### src/rtl/fbs_pkg.sv
// ============================================================================
// Module   : fbs_pkg
// Brief    : Shared sizes and state encoding for the F-register backup system.
// Revision : 1.0 - initial release
// ============================================================================
`default_nettype none

package fbs_pkg;

    localparam int FBS_DEPTH  = 64;
    localparam int FBS_DATA_W = 256;
    localparam int FBS_FCC_W  = 16;

    localparam int              ST_W      = 3;
    localparam logic [ST_W-1:0] C_ST_IDLE = 3'd0;
    localparam logic [ST_W-1:0] C_ST_SAVE = 3'd1;
    localparam logic [ST_W-1:0] C_ST_REST = 3'd2;
    localparam logic [ST_W-1:0] C_ST_WAIT = 3'd3;
    localparam logic [ST_W-1:0] C_ST_LOAD = 3'd4;

    typedef enum logic [ST_W-1:0] {
        ST_IDLE = C_ST_IDLE,
        ST_SAVE = C_ST_SAVE,
        ST_REST = C_ST_REST,
        ST_WAIT = C_ST_WAIT,
        ST_LOAD = C_ST_LOAD
    } fbs_state_e;

    // The latency counter only ever holds RESTORE_LAT-1, so it never needs more.
    function automatic int lat_ctr_w(input int lat);
        return (lat < 2) ? 1 : $clog2(lat);
    endfunction

endpackage

`default_nettype wire

### src/rtl/fbs_lat_ctr.sv
// ============================================================================
// Module   : fbs_lat_ctr
// Brief    : Loadable down-counter that times the restore read latency.
// Revision : 1.0 - initial release
// ============================================================================
`default_nettype none

module fbs_lat_ctr
    import fbs_pkg::*;
#(
    parameter int W = 1
) (
    input  logic         clk,
    input  logic         reset,
    input  logic         load,
    input  logic [W-1:0] init,
    output logic         done
);

    logic [W-1:0] cnt_q;

    always_ff @(posedge clk) begin
        if (reset) begin
            cnt_q <= '0;
        end else if (load) begin
            cnt_q <= init;
        end else if (cnt_q != '0) begin
            cnt_q <= cnt_q - 1'b1;
        end
    end

    assign done = (cnt_q == '0);

endmodule

`default_nettype wire

### src/rtl/fbs_ctrl.sv
// ============================================================================
// Module   : fbs_ctrl
// Brief    : Call/return sequencer feeding backup/restore pulses to fbs.
// Revision : 1.0 - initial release
// ============================================================================
`default_nettype none

module fbs_ctrl
    import fbs_pkg::*;
#(
    parameter int DEPTH       = FBS_DEPTH,
    parameter int RESTORE_LAT = 1,
    parameter int DATA_W      = FBS_DATA_W,
    parameter int FCC_W       = FBS_FCC_W
) (
    input  logic              clk,
    input  logic              reset,
    input  logic              call_req,
    input  logic              ret_req,
    input  logic [DATA_W-1:0] restore_data,
    input  logic [FCC_W-1:0]  fcc,
    output logic              backup,
    output logic              restore,
    output logic [DATA_W-1:0] rf_data,
    output logic              rf_load,
    output logic              req_ack,
    output logic              stall,
    output logic [FCC_W-1:0]  depth,
    output logic              ovf_err,
    output logic              unf_err,
    output logic              sync_err
);

    localparam int                LAT_W      = lat_ctr_w(RESTORE_LAT);
    localparam logic [LAT_W-1:0]  C_LAT_INIT = LAT_W'(RESTORE_LAT - 1);
    localparam logic [FCC_W-1:0]  C_FULL     = FCC_W'(DEPTH);

    fbs_state_e        state_q;
    logic [FCC_W-1:0]  depth_q;
    logic [DATA_W-1:0] rf_data_q;
    logic              backup_q;
    logic              restore_q;
    logic              rf_load_q;
    logic              req_ack_q;
    logic              ovf_q;
    logic              unf_q;
    logic              sync_q;

    logic              w_lat_load;
    logic              w_lat_done;

    assign w_lat_load = (state_q == ST_REST);

    fbs_lat_ctr #(
        .W (LAT_W)
    ) u_lat_ctr (
        .clk   (clk),
        .reset (reset),
        .load  (w_lat_load),
        .init  (C_LAT_INIT),
        .done  (w_lat_done)
    );

    always_ff @(posedge clk) begin
        if (reset) begin
            state_q   <= ST_IDLE;
            depth_q   <= '0;
            rf_data_q <= '0;
            backup_q  <= 1'b0;
            restore_q <= 1'b0;
            rf_load_q <= 1'b0;
            req_ack_q <= 1'b0;
            ovf_q     <= 1'b0;
            unf_q     <= 1'b0;
            sync_q    <= 1'b0;
        end else begin
            backup_q  <= 1'b0;
            restore_q <= 1'b0;
            rf_load_q <= 1'b0;
            req_ack_q <= 1'b0;
            case (state_q)
                ST_IDLE: begin
                    if (fcc != depth_q) begin
                        sync_q <= 1'b1;
                    end
                    // An error ack is issued from IDLE; the still-held request
                    // in that ack cycle belongs to the refused transaction.
                    if (!req_ack_q) begin
                        if (call_req) begin
                            req_ack_q <= 1'b1;
                            if (depth_q == C_FULL) begin
                                ovf_q <= 1'b1;
                            end else begin
                                backup_q <= 1'b1;
                                state_q  <= ST_SAVE;
                            end
                        end else if (ret_req) begin
                            if (depth_q == '0) begin
                                unf_q     <= 1'b1;
                                req_ack_q <= 1'b1;
                            end else begin
                                restore_q <= 1'b1;
                                state_q   <= ST_REST;
                            end
                        end
                    end
                end
                ST_SAVE: begin
                    depth_q <= depth_q + 1'b1;
                    state_q <= ST_IDLE;
                end
                ST_REST: begin
                    depth_q <= depth_q - 1'b1;
                    state_q <= ST_WAIT;
                end
                ST_WAIT: begin
                    if (w_lat_done) begin
                        rf_data_q <= restore_data;
                        rf_load_q <= 1'b1;
                        req_ack_q <= 1'b1;
                        state_q   <= ST_LOAD;
                    end
                end
                ST_LOAD: begin
                    state_q <= ST_IDLE;
                end
                default: begin
                    state_q <= ST_IDLE;
                end
            endcase
        end
    end

    assign stall    = (state_q != ST_IDLE) | call_req | ret_req;
    assign backup   = backup_q;
    assign restore  = restore_q;
    assign rf_data  = rf_data_q;
    assign rf_load  = rf_load_q;
    assign req_ack  = req_ack_q;
    assign depth    = depth_q;
    assign ovf_err  = ovf_q;
    assign unf_err  = unf_q;
    assign sync_err = sync_q;

endmodule

`default_nettype wire
### config.mk
export PLATFORM = sky130hd
export DESIGN_NAME = fbs_ctrl
export DESIGN_NICKNAME = d
export VERILOG_FILES = /design/src/rtl/fbs_pkg.sv /design/src/rtl/fbs_lat_ctr.sv /design/src/rtl/fbs_ctrl.sv
export SDC_FILE = /design/constraint.sdc
export NUM_CORES = 1
export LEC_CHECK = 0
export BUFFER_PORTS_ARGS = -buffer_cell sky130_fd_sc_hd__buf_2
export CORE_AREA = 2 2 213 215
export CTS_CLUSTER_SIZE = 16
export DETAILED_ROUTE_END_ITERATION = 10
export DIE_AREA = 0 0 215 217
export HOLD_SLACK_MARGIN = 0.02
export SYNTH_ARGS = -nofsm -noshare
export SYNTH_HDL_FRONTEND = slang
export SYNTH_SLANG_ARGS = --single-unit
### constraint.sdc
create_clock -name clk -period 4.9 [get_ports clk]
set_input_delay 0.98 -clock clk [delete_from_list [all_inputs] [get_ports clk]]
set_output_delay 0.98 -clock clk [all_outputs]
set_load 0.05 [all_outputs]
# [Word level (Yosys, flattened, before mapping)]
# Index checks and enable logic that the tools add are counted.
[totals] ff_bits=283 latchBits=0 ramBits=0 rom_bits=0 in_bits=276 output_inout_bits=280 word_cells=61 n_memories=0
[classes] n_addsub=3 multipliers=0 div_mod_pow=0 magnitude_cmp=0 n_eq_ne=10 shifts=0 n_mux=16 n_bitwise=8 reduce_logical=13
[ops] op="16-bit case mux with 2 select lines" count=1
[ops] op="3-bit 2-to-1 mux" count=6
[ops] op="16-bit by 1-bit adder with 16-bit output, second input constant" count=1
[ops] op="16-bit by 7-bit == test with 1-bit output, second input constant" count=1
[ops] op="16-bit logical NOT" count=1
[ops] op="16-bit != test" count=1
[ops] op="16-bit by 1-bit subtractor with 16-bit output, second input constant" count=1
[ops] op="5-bit AND reduction" count=2
[ops] op="3-bit != test, second input constant" count=3
[ops] op="3-bit case mux with 3 select lines" count=1
[ops] op="1-bit 2-to-1 mux" count=7
[ops] op="3-bit by 2-bit == test with 1-bit output, second input constant" count=2
[ops] op="1-bit NOT" count=6
[ops] op="5-bit OR reduction" count=1
[ops] op="2-bit != test, second input constant" count=2
[ops] op="2-bit AND reduction" count=2
[ops] op="4-bit AND reduction" count=1
[ops] op="4-bit OR reduction" count=1
[ops] op="3-bit by 1-bit == test with 1-bit output, second input constant" count=1
[ops] op="3-bit logical NOT" count=1
[ops] op="3-bit nonzero test" count=1
[ops] op="3-bit OR reduction" count=1
[ops] op="1-bit bitwise OR" count=2
[ops] op="1-bit case mux with 2 select lines" count=1
[ops] op="3 further kinds" count=3

# [Depth between registers and ports, before layout]
# Gate-level depths: netlist of the first run.
[depth] word_depth=6 ltp_mapped=11 mapped_depth_nobuf=9

# [Hierarchy]
# Synthesis of the first run repeated with hierarchy kept, for this count alone.
[unflattened] cells_unflattened=1358 area_unflattened_um2=10642.7
[by_module_without_submodules] mod="fbs_ctrl" instances=1 cells_per_inst=1355 area_per_inst_um2=10610.2 seq_area_each_um2=5645.4
[by_module_without_submodules] mod="fbs_lat_ctr" instances=1 cells_per_inst=3 area_per_inst_um2=32.5 seq_area_each_um2=20.0

# [Worst setup path before layout of the first run]
# No wires, ideal clock.
[synth_path] path_kind="register to register" startpoint="register state_q[0]" endpoint="register depth_q[15], in the netlist depth[15]" arrival_time_ps=2825 path_slack_ps=1952 path_stages_with_launch=12 path_buffers=2 cell_sequence="dfxtp_1 buf_2 or3b_1 clkbuf_1 inv_1 ha_1 a211oi_1 nand3_1 o22ai_1 nor2_1 o311ai_1 mux2_1"
[synth_between] elab_chain_len=2
[synth_lines] element="start, declared" line_no="fbs_ctrl.sv:38" source="fbs_state_e state_q;"
[synth_lines] element="start signal, assigned" line_no="fbs_ctrl.sv:66" source="state_q <= ST_IDLE;"
[synth_lines] element="start signal, assigned" line_no="fbs_ctrl.sv:95" source="state_q <= ST_SAVE;"
[synth_lines] element="start signal, assigned" line_no="fbs_ctrl.sv:103" source="state_q <= ST_REST;"
[synth_lines] element="3-bit by 2-bit == test with 1-bit output or 3-bit by 1-bit == test with 1-bit output (tied branches)" line_no="fbs_ctrl.sv:81" source="case (state_q)"
[synth_lines] element="16-bit case mux with 2 select lines or 2-bit nonzero test (tied branches)"
[synth_lines] element="end signal, assigned" line_no="fbs_ctrl.sv:109" source="depth_q <= depth_q + 1'b1;"
[synth_lines] element="end signal, assigned" line_no="fbs_ctrl.sv:113" source="depth_q <= depth_q - 1'b1;"
[synth_lines] element="end, declared" line_no="fbs_ctrl.sv:39" source="logic [FCC_W-1:0] depth_q;"
# Several ways; a longest one is shown, not always the timed one.
# A chain may end at the register's enable or synchronous reset.

# [Worst setup path after layout of the first run]
[layout_path] startpoint="register state_q[1]" endpoint="register depth_q[15], in the netlist depth[15]"
# The elaborated chain is that of the path after synthesis.

==> metrics.yaml, run 1 <==
status:
  status: "finished, final reports clean"
clock_network:
  cts.htree.levels: 1
  cts_sinks: 283
  ctsResizeCount: 0
  cts.path.max_buffers: 3
  numCtsBuffers: 31
  clkTransAtPathRegs_ns: 0.06
  clock-root-buffer: "clkbuf_16"
  ctsHoldBuffers: 0
  clock_latency_ns: 0.56
  cts_tree: "built"
  cts_setup_buffers: 0
floorplanning:
  die_w_um: 215
  die_y_um: 217
  num_io_pins: 556
  std_cell_rows: 78
  core_area_um2: 44700
  dieArea_um2: 46660
  initial_core_util: 0.2377
setup_path:
  critPathLaunch: "state_q[1]"
  cpPeakStageDelay_ns: 0.49
  endpoint: "depth[15]"
  r2r_end: "depth[15]"
  rrSetupSlack_ns: 1.50
  cp.depth: 9
  r2r-start: "state_q[1]"
  critPathKind: "reg2reg"
  crit_family: "compound AO/OA/AOI/OAI gates"
  setup.worst_path.end_class: "flip-flop"
  critPathLaunchType: "flip-flop"
  arrival_ns: 3.84
  worstPathCellList: "or3b_1 > inv_1 > ha_1 > a211oi_1 > nand3_1 > o22ai_1 > nor2_1 > o311ai_1 > mux2_1"
  crit_slowest_cell: "or3b_1"
  cp.required_ns: 5.34
  r2r_cells: 9
  crit_buf_inv: 1
  cp_max_fo: 16
synth:
  post-synth-top-count-cell: "nand2_1"
  async_flop_share: 0
  syn_nets: 1655
  synth_warnings: 0
  synthFlopType: "dfxtp_1"
  synth_top_area_frac: 0.5332
  synth_commonest_cells: "nand2_1 (536), dfxtp_1 (283), a21oi_1 (279), clkbuf_1 (79), nor2_1 (19)"
  synth_area_um2: 10630
  synthDistinctLibCells: 49
  syn_area_per_cell_um2: 7.790
  synthesis.instances: 1364
  yosysTopAreaCell: "dfxtp_1"
  yosys_register_bits: 283
  ys_seq_area_frac: 0.5332
  synth-edff-count: 0
  ys_top_cells_by_area: "dfxtp_1 (53%), nand2_1 (19%), a21oi_1 (13%)"
power_and_ir_drop:
  peakVddDrop_mv: 0.2342
  power.leakage_nw: 6.566
  combPwrFrac: 0.255
  p_int_mw: 4.289
  clkPwrFrac: 0.344
  p_sw_mw: 2.253
  swShare: 0.3443
  p_per_area_nw_per_um2: 440.1
  seqPwrFrac: 0.401
run:
  cap_violations: 0
detailed_routing:
  drt-total-wl_um: 35510
  viasPerCell: 4.432
  drc: 0
  post_drt_wl_per_cell_um: 14.30
  drtIter0Drc: 497
  ant_nets: 0
  dr.pass1.iters: 5
  dr_total_vias: 11000
cells_and_area:
  drive_above_1_share: 0.3236
  fin_nets: 2156
  area_growth_pct: 39.92
  antennaDiodeCount: 0
timing:
  fin_setup_tns_ns: 0
  worstMarginPinSlew_ns: 1.047
  finClkSkew_ns: 0.01542
  worst_slew_margin_rel: 0.3003
  drv_slew: 0
  setup_viol: 0
  finalHoldViolations: 0
  fin_crit_sh: 0.6945
  layout_min_cycle_time_ns: 3.403
  fmax_mhz: 293.9
  rsz0062_at_grt: "no"
  holdWs_ns: 0.4496
placed_design:
  portBuffers: 555
  dp_hpwl_um: 25780
  place_congestion: 0.8498
global_route:
  grt_pass1_wl_um: 54570
  antenna_found_initial: 4
  grt_max_degree: 150
  grt_overflow: 0
  grt_pass1_vias: 10350
  grt_use_total: 0.1410
hold_path:
  hp-class: "reg2reg"
  holdPathStages: 2
-- power by group through the flow --
stage / Sequential, mW / Combinational [mW] / Clock, mW
2_1_floorplan: 3.16 / 0.701 / 0
3_3_place_gp: 2.66 / 1.65 / 0
3_5_place_dp: 2.67 / 1.67 / 0
4_1_cts: 2.62 / 1.68 / 2.34
5_1_grt: 2.64 / 1.82 / 2.42
6_report: 2.62 / 1.67 / 2.25
-- kinds of logic after synthesis --
logic type,after synthesis,synth area share
and+or+nand+nor,612,0.2296
DFF,283,0.5332
other,1,0.0003529
muxes,2,0.002002
xor gates and xnor gates,23,0.01896
AOI/OAI and AO/OA,323,0.1596
adders and majority gates,15,0.01837
buffers and inverters,105,0.03792
-- cell usage in the layout (no fill, tap or decap), types with 3 or more instances in the layout --
master     netlist  final
a211oi_1         4      4
a21o_1           4      4
a21oi_1        279    279
a31oi_1          4      4
buf_12           0      3
buf_2            4    554
buf_4            1      5
bufinv_16        0      3
clkbuf_1        79     10
clkbuf_16        0     31
clkbuf_8         0      4
dfxtp_1        283    283
ha_1            14     14
inv_1           10     10
nand2_1        536    536
nand3_1          9      9
nand3b_1         3      3
nor2_1          19     18
nor2b_1          6      6
nor3_1          11     11
nor4_1           8      8
o21a_1           5      5
o21ai_0         10     10
o21ai_1          5      5
or3_1            5      5
or4_1            3      3
xnor2_1          5      5
xor2_1          18     18
-- worst min-delay path: stages (launching register included) --
cell,delay [ns]
dfxtp_1,0.30
nand2_1,0.05
a21oi_1,0.05
-- sequential cells by signal (all words and copies together) (netlist names) --
name	count
rf_data	256
depth	16
state_q	3
backup	1
ovf_err	1
req_ack	1
restore	1
rf_load	1
sync_err	1
u_lat_ctr.cnt_q	1
unf_err	1
-- layout make-up --
| cell class | instances | area (um^2) |
|---|---|---|
| clock buffers | 44 | 854.6 |
| clock inverters | 6 | 107.6 |
| well taps | 600 | 750.7 |
| fillers | 4795 | 29830 |
| repair buffers | 563 | 2884 |
| inverters | 10 | 37.54 |
| multi-input cells | 976 | 4567 |
| flip-flops and latches | 283 | 5665 |
-- how the worst min path moves through the flow --
| stage | from | end |
|---|---|---|
| finish | rf_data[176] | rf_data[176] |
| global placement | rf_data[174] | rf_data[174] |
| floorplan | state_q[1] | rf_load |
| CTS | rf_data[67] | rf_data[67] |
| detailed placement | rf_data[192] | rf_data[192] |
| global route | rf_data[139] | rf_data[139] |
-- metal layers --
layer  up-vias  track usage  wire length (um)
met5         -            0                33
met3        55      0.05059              3421
met2       423       0.2434             16900
li1       5455            -                 -
met1      5062       0.1677             14410
met4         4      0.03195               747
-- stage by stage --
step                utilization  power, mW  instance area (um^2)  worst slack (ns)  instances
CTS                      0.3326      6.640                 14870             1.472       2482
global route             0.3326      6.876                 14870             1.161       2482
detailed placement       0.3111      4.341                 13900             1.491       2432
global placement         0.3111      4.318                 13900             1.590       2432
finish                   0.3326      6.542                 14870             1.497       2482
floorplan                     -      3.862                 10630             1.952       1364
Power figures use the tool's default switching activity.
==> inputs of run 2 (changes only) <==
- CORE_AREA: 2 2 213 215 -> 2 2 214 216
- DIE_AREA: 0 0 215 217 -> 0 0 216 218
- clock period: 4.9 -> 2.83 ns (I/O delays scaled with it)
==> metrics.yaml, run 2 (synthesized netlist as in run 1, its figures left out) <==
clock_network:
  cts.path.max_buffers: 3  # unchanged
  ctsResizeCount: 0  # unchanged
  cts_setup_buffers: 0  # unchanged
  clock_latency_ns: 0.53  # -0.03 ns
  ctsHoldBuffers: 0  # unchanged
  cts_tree: "built"
  clkTransAtPathRegs_ns: 0.06  # about the same
  cts.htree.levels: 2  # +1
  numCtsBuffers: 34  # +9.7%
  clock-root-buffer: "clkbuf_16"
  cts_sinks: 283  # unchanged
global_route:
  grt_pass1_wl_um: 55740  # +2.1%
  grt_pass1_vias: 10390  # +0.39%
  grt_max_degree: 157  # +4.7%
  grt_overflow: 0  # unchanged
  antenna_found_initial: 7  # +3
  grt_use_total: 0.1477  # +0.006706
status:
  status: "finished, final reports clean"
cells_and_area:
  area_growth_pct: 44.54
  layout_common_cells: "buf_2 (554), nand2_1 (536), dfxtp_1 (282)"
  largest_reg_flops: 256  # unchanged
  layout_commonest_cell: "buf_2"
  drive_above_1_share: 0.3407  # +0.01708
  fin_nets: 2178  # +1.0%
  fillers: 4765  # -0.63%
  fin_cells: 2510  # +1.1%
timing:
  fin_crit_sh: 0.9580  # +0.2635
  drv_slew: 0  # unchanged
  fmax_mhz: 368.8  # +26%
  rsz0062_at_grt: "no"
  worstMarginPinSlew_ns: 0.8431  # -0.2043 ns
  worst_slew_margin_rel: 0.4379  # +0.1377
  setup_viol: 0  # unchanged
  finalHoldViolations: 0  # unchanged
  fin_setup_tns_ns: 0  # unchanged
  layout_min_cycle_time_ns: 2.711  # -0.6918 ns
  finClkSkew_ns: 0.01834  # +0.002924 ns
setup_path:
  cp.required_ns: 3.24  # -2.10 ns
  r2r-start: "state_q[2]"
  r2r_end: "depth[15]"
  critPathLaunchType: "flip-flop"
  r2r_cells: 10  # +1
  arrival_ns: 3.12  # -0.72 ns
  rrSetupSlack_ns: 0.12  # -1.38 ns
  critPathKind: "reg2reg"
  setup.worst_path.end_class: "flip-flop"
  cp_max_fo: 9  # -7
floorplanning:
  die_y_um: 218  # +0.46%
  dieArea_um2: 47090  # +0.93%
  std_cell_rows: 78  # unchanged
  die_w_um: 216  # +0.47%
  initial_core_util: 0.2367  # -0.001034
  num_io_pins: 556  # unchanged
  core_area_um2: 44890  # +0.44%
detailed_routing:
  drtIter0Drc: 528  # +6.2%
  post_drt_wl_per_cell_um: 14.86  # +3.9%
  drc: 0  # unchanged
  drt-total-wl_um: 37300  # +5.1%
  ant_nets: 0  # unchanged
  viasPerCell: 4.429  # about the same
  dr_total_vias: 11120  # +1.1%
  dr.pass1.iters: 6  # +1
hold_path:
  hp-class: "in2reg"
  min_from: "restore_data[206]"
  min_to: "rf_data[206]"
  holdPathStages: 3  # +1
power_and_ir_drop:
  p_per_area_nw_per_um2: 802.4  # +82%
  peakVddDrop_mv: 0.3988  # +70%
  power.leakage_nw: 6.814  # +3.8%
  total_power_mw: 12.32  # +88%
placed_design:
  place_congestion: 0.8262  # -2.8%
  place_inst: 2451  # +0.78%
  portBuffers: 555  # unchanged
  dp_hpwl_um: 26780  # +3.9%
run:
  cap_violations: 0  # unchanged
==> run 2: cell count changes in the layout (fill, tap and decap cells not counted), moves of 4 or more <==
cell / delta
clkbuf_16: +4
buf_12: +5
buf_4: +14
clkbuf_1: -6
==> run 2: worst max-delay path: stages, from the launching register on <==
cell and delay, ns:
dfxtp_2 0.35, or3b_4 0.43, inv_6 0.11, buf_4 0.16, ha_4 0.14, o21ai_2 0.07
nor3_2 0.25, o22ai_2 0.14, or4_1 0.51, o311ai_1 0.10, mux2_1 0.34
==> run 2: layout make-up <==
type | instances | area (um^2) | share of cell area
sequential | 283 | 5667 | 0.3690
multi-input combinational | 976 | 4603 | 0.2997
timing repair buffer | 582 | 3089 | 0.2012
clock buffer | 45 | 973.4 | 0.06339
tap | 600 | 750.7 | 0.04888
clock inverter | 12 | 226.5 | 0.01475
inverter | 10 | 42.54 | 0.002770
antenna | 2 | 5.005 | 0.0003259
==> run 2: power by group <==
group | switching (mW) | internal, mW
combinational | 2.16 | 0.954
clock | 1.72 | 2.97
sequential | 0.255 | 4.27
total | 4.13 | 8.19
==> run 2: through the flow <==
step | instance area (um^2) | utilization | hold WS [ns] | worst slack [ns]
floorplan | 10630 | - | 0.5759 | 0.01917
global placement | 14110 | 0.3143 | 0.4383 | 0.03607
CTS | 15310 | 0.3410 | 0.2265 | 0.003762
finish | 15360 | 0.3421 | 0.2672 | 0.1188
global route | 15350 | 0.3420 | 0.2399 | 0.01770
detailed placement | 14110 | 0.3143 | 0.4452 | 0.02503
==> run 2: worst max-delay path by stage <==
stage          startpoint   endpoint  slack (ns)  depth (start not counted)
2_1_floorplan  state_q[0]  depth[15]        0.02                         11
3_3_place_gp   state_q[2]  depth[15]        0.04                          9
3_5_place_dp   state_q[2]  depth[15]        0.03                         10
4_1_cts        state_q[2]  depth[15]       0.004                         10
5_1_grt        state_q[2]  depth[15]        0.02                         10
6_report       state_q[2]  depth[15]        0.12                         10
==> run 2: layer usage <==
| layer | share of wire | routed length, um | global-route usage |
|---|---|---|---|
| met5 | 0.0019 | 72 | 0 |
| met4 | 0.034 | 1284 | 0.06667 |
| met3 | 0.085 | 3188 | 0.04533 |
| met2 | 0.47 | 17420 | 0.2450 |
| met1 | 0.41 | 15330 | 0.1756 |
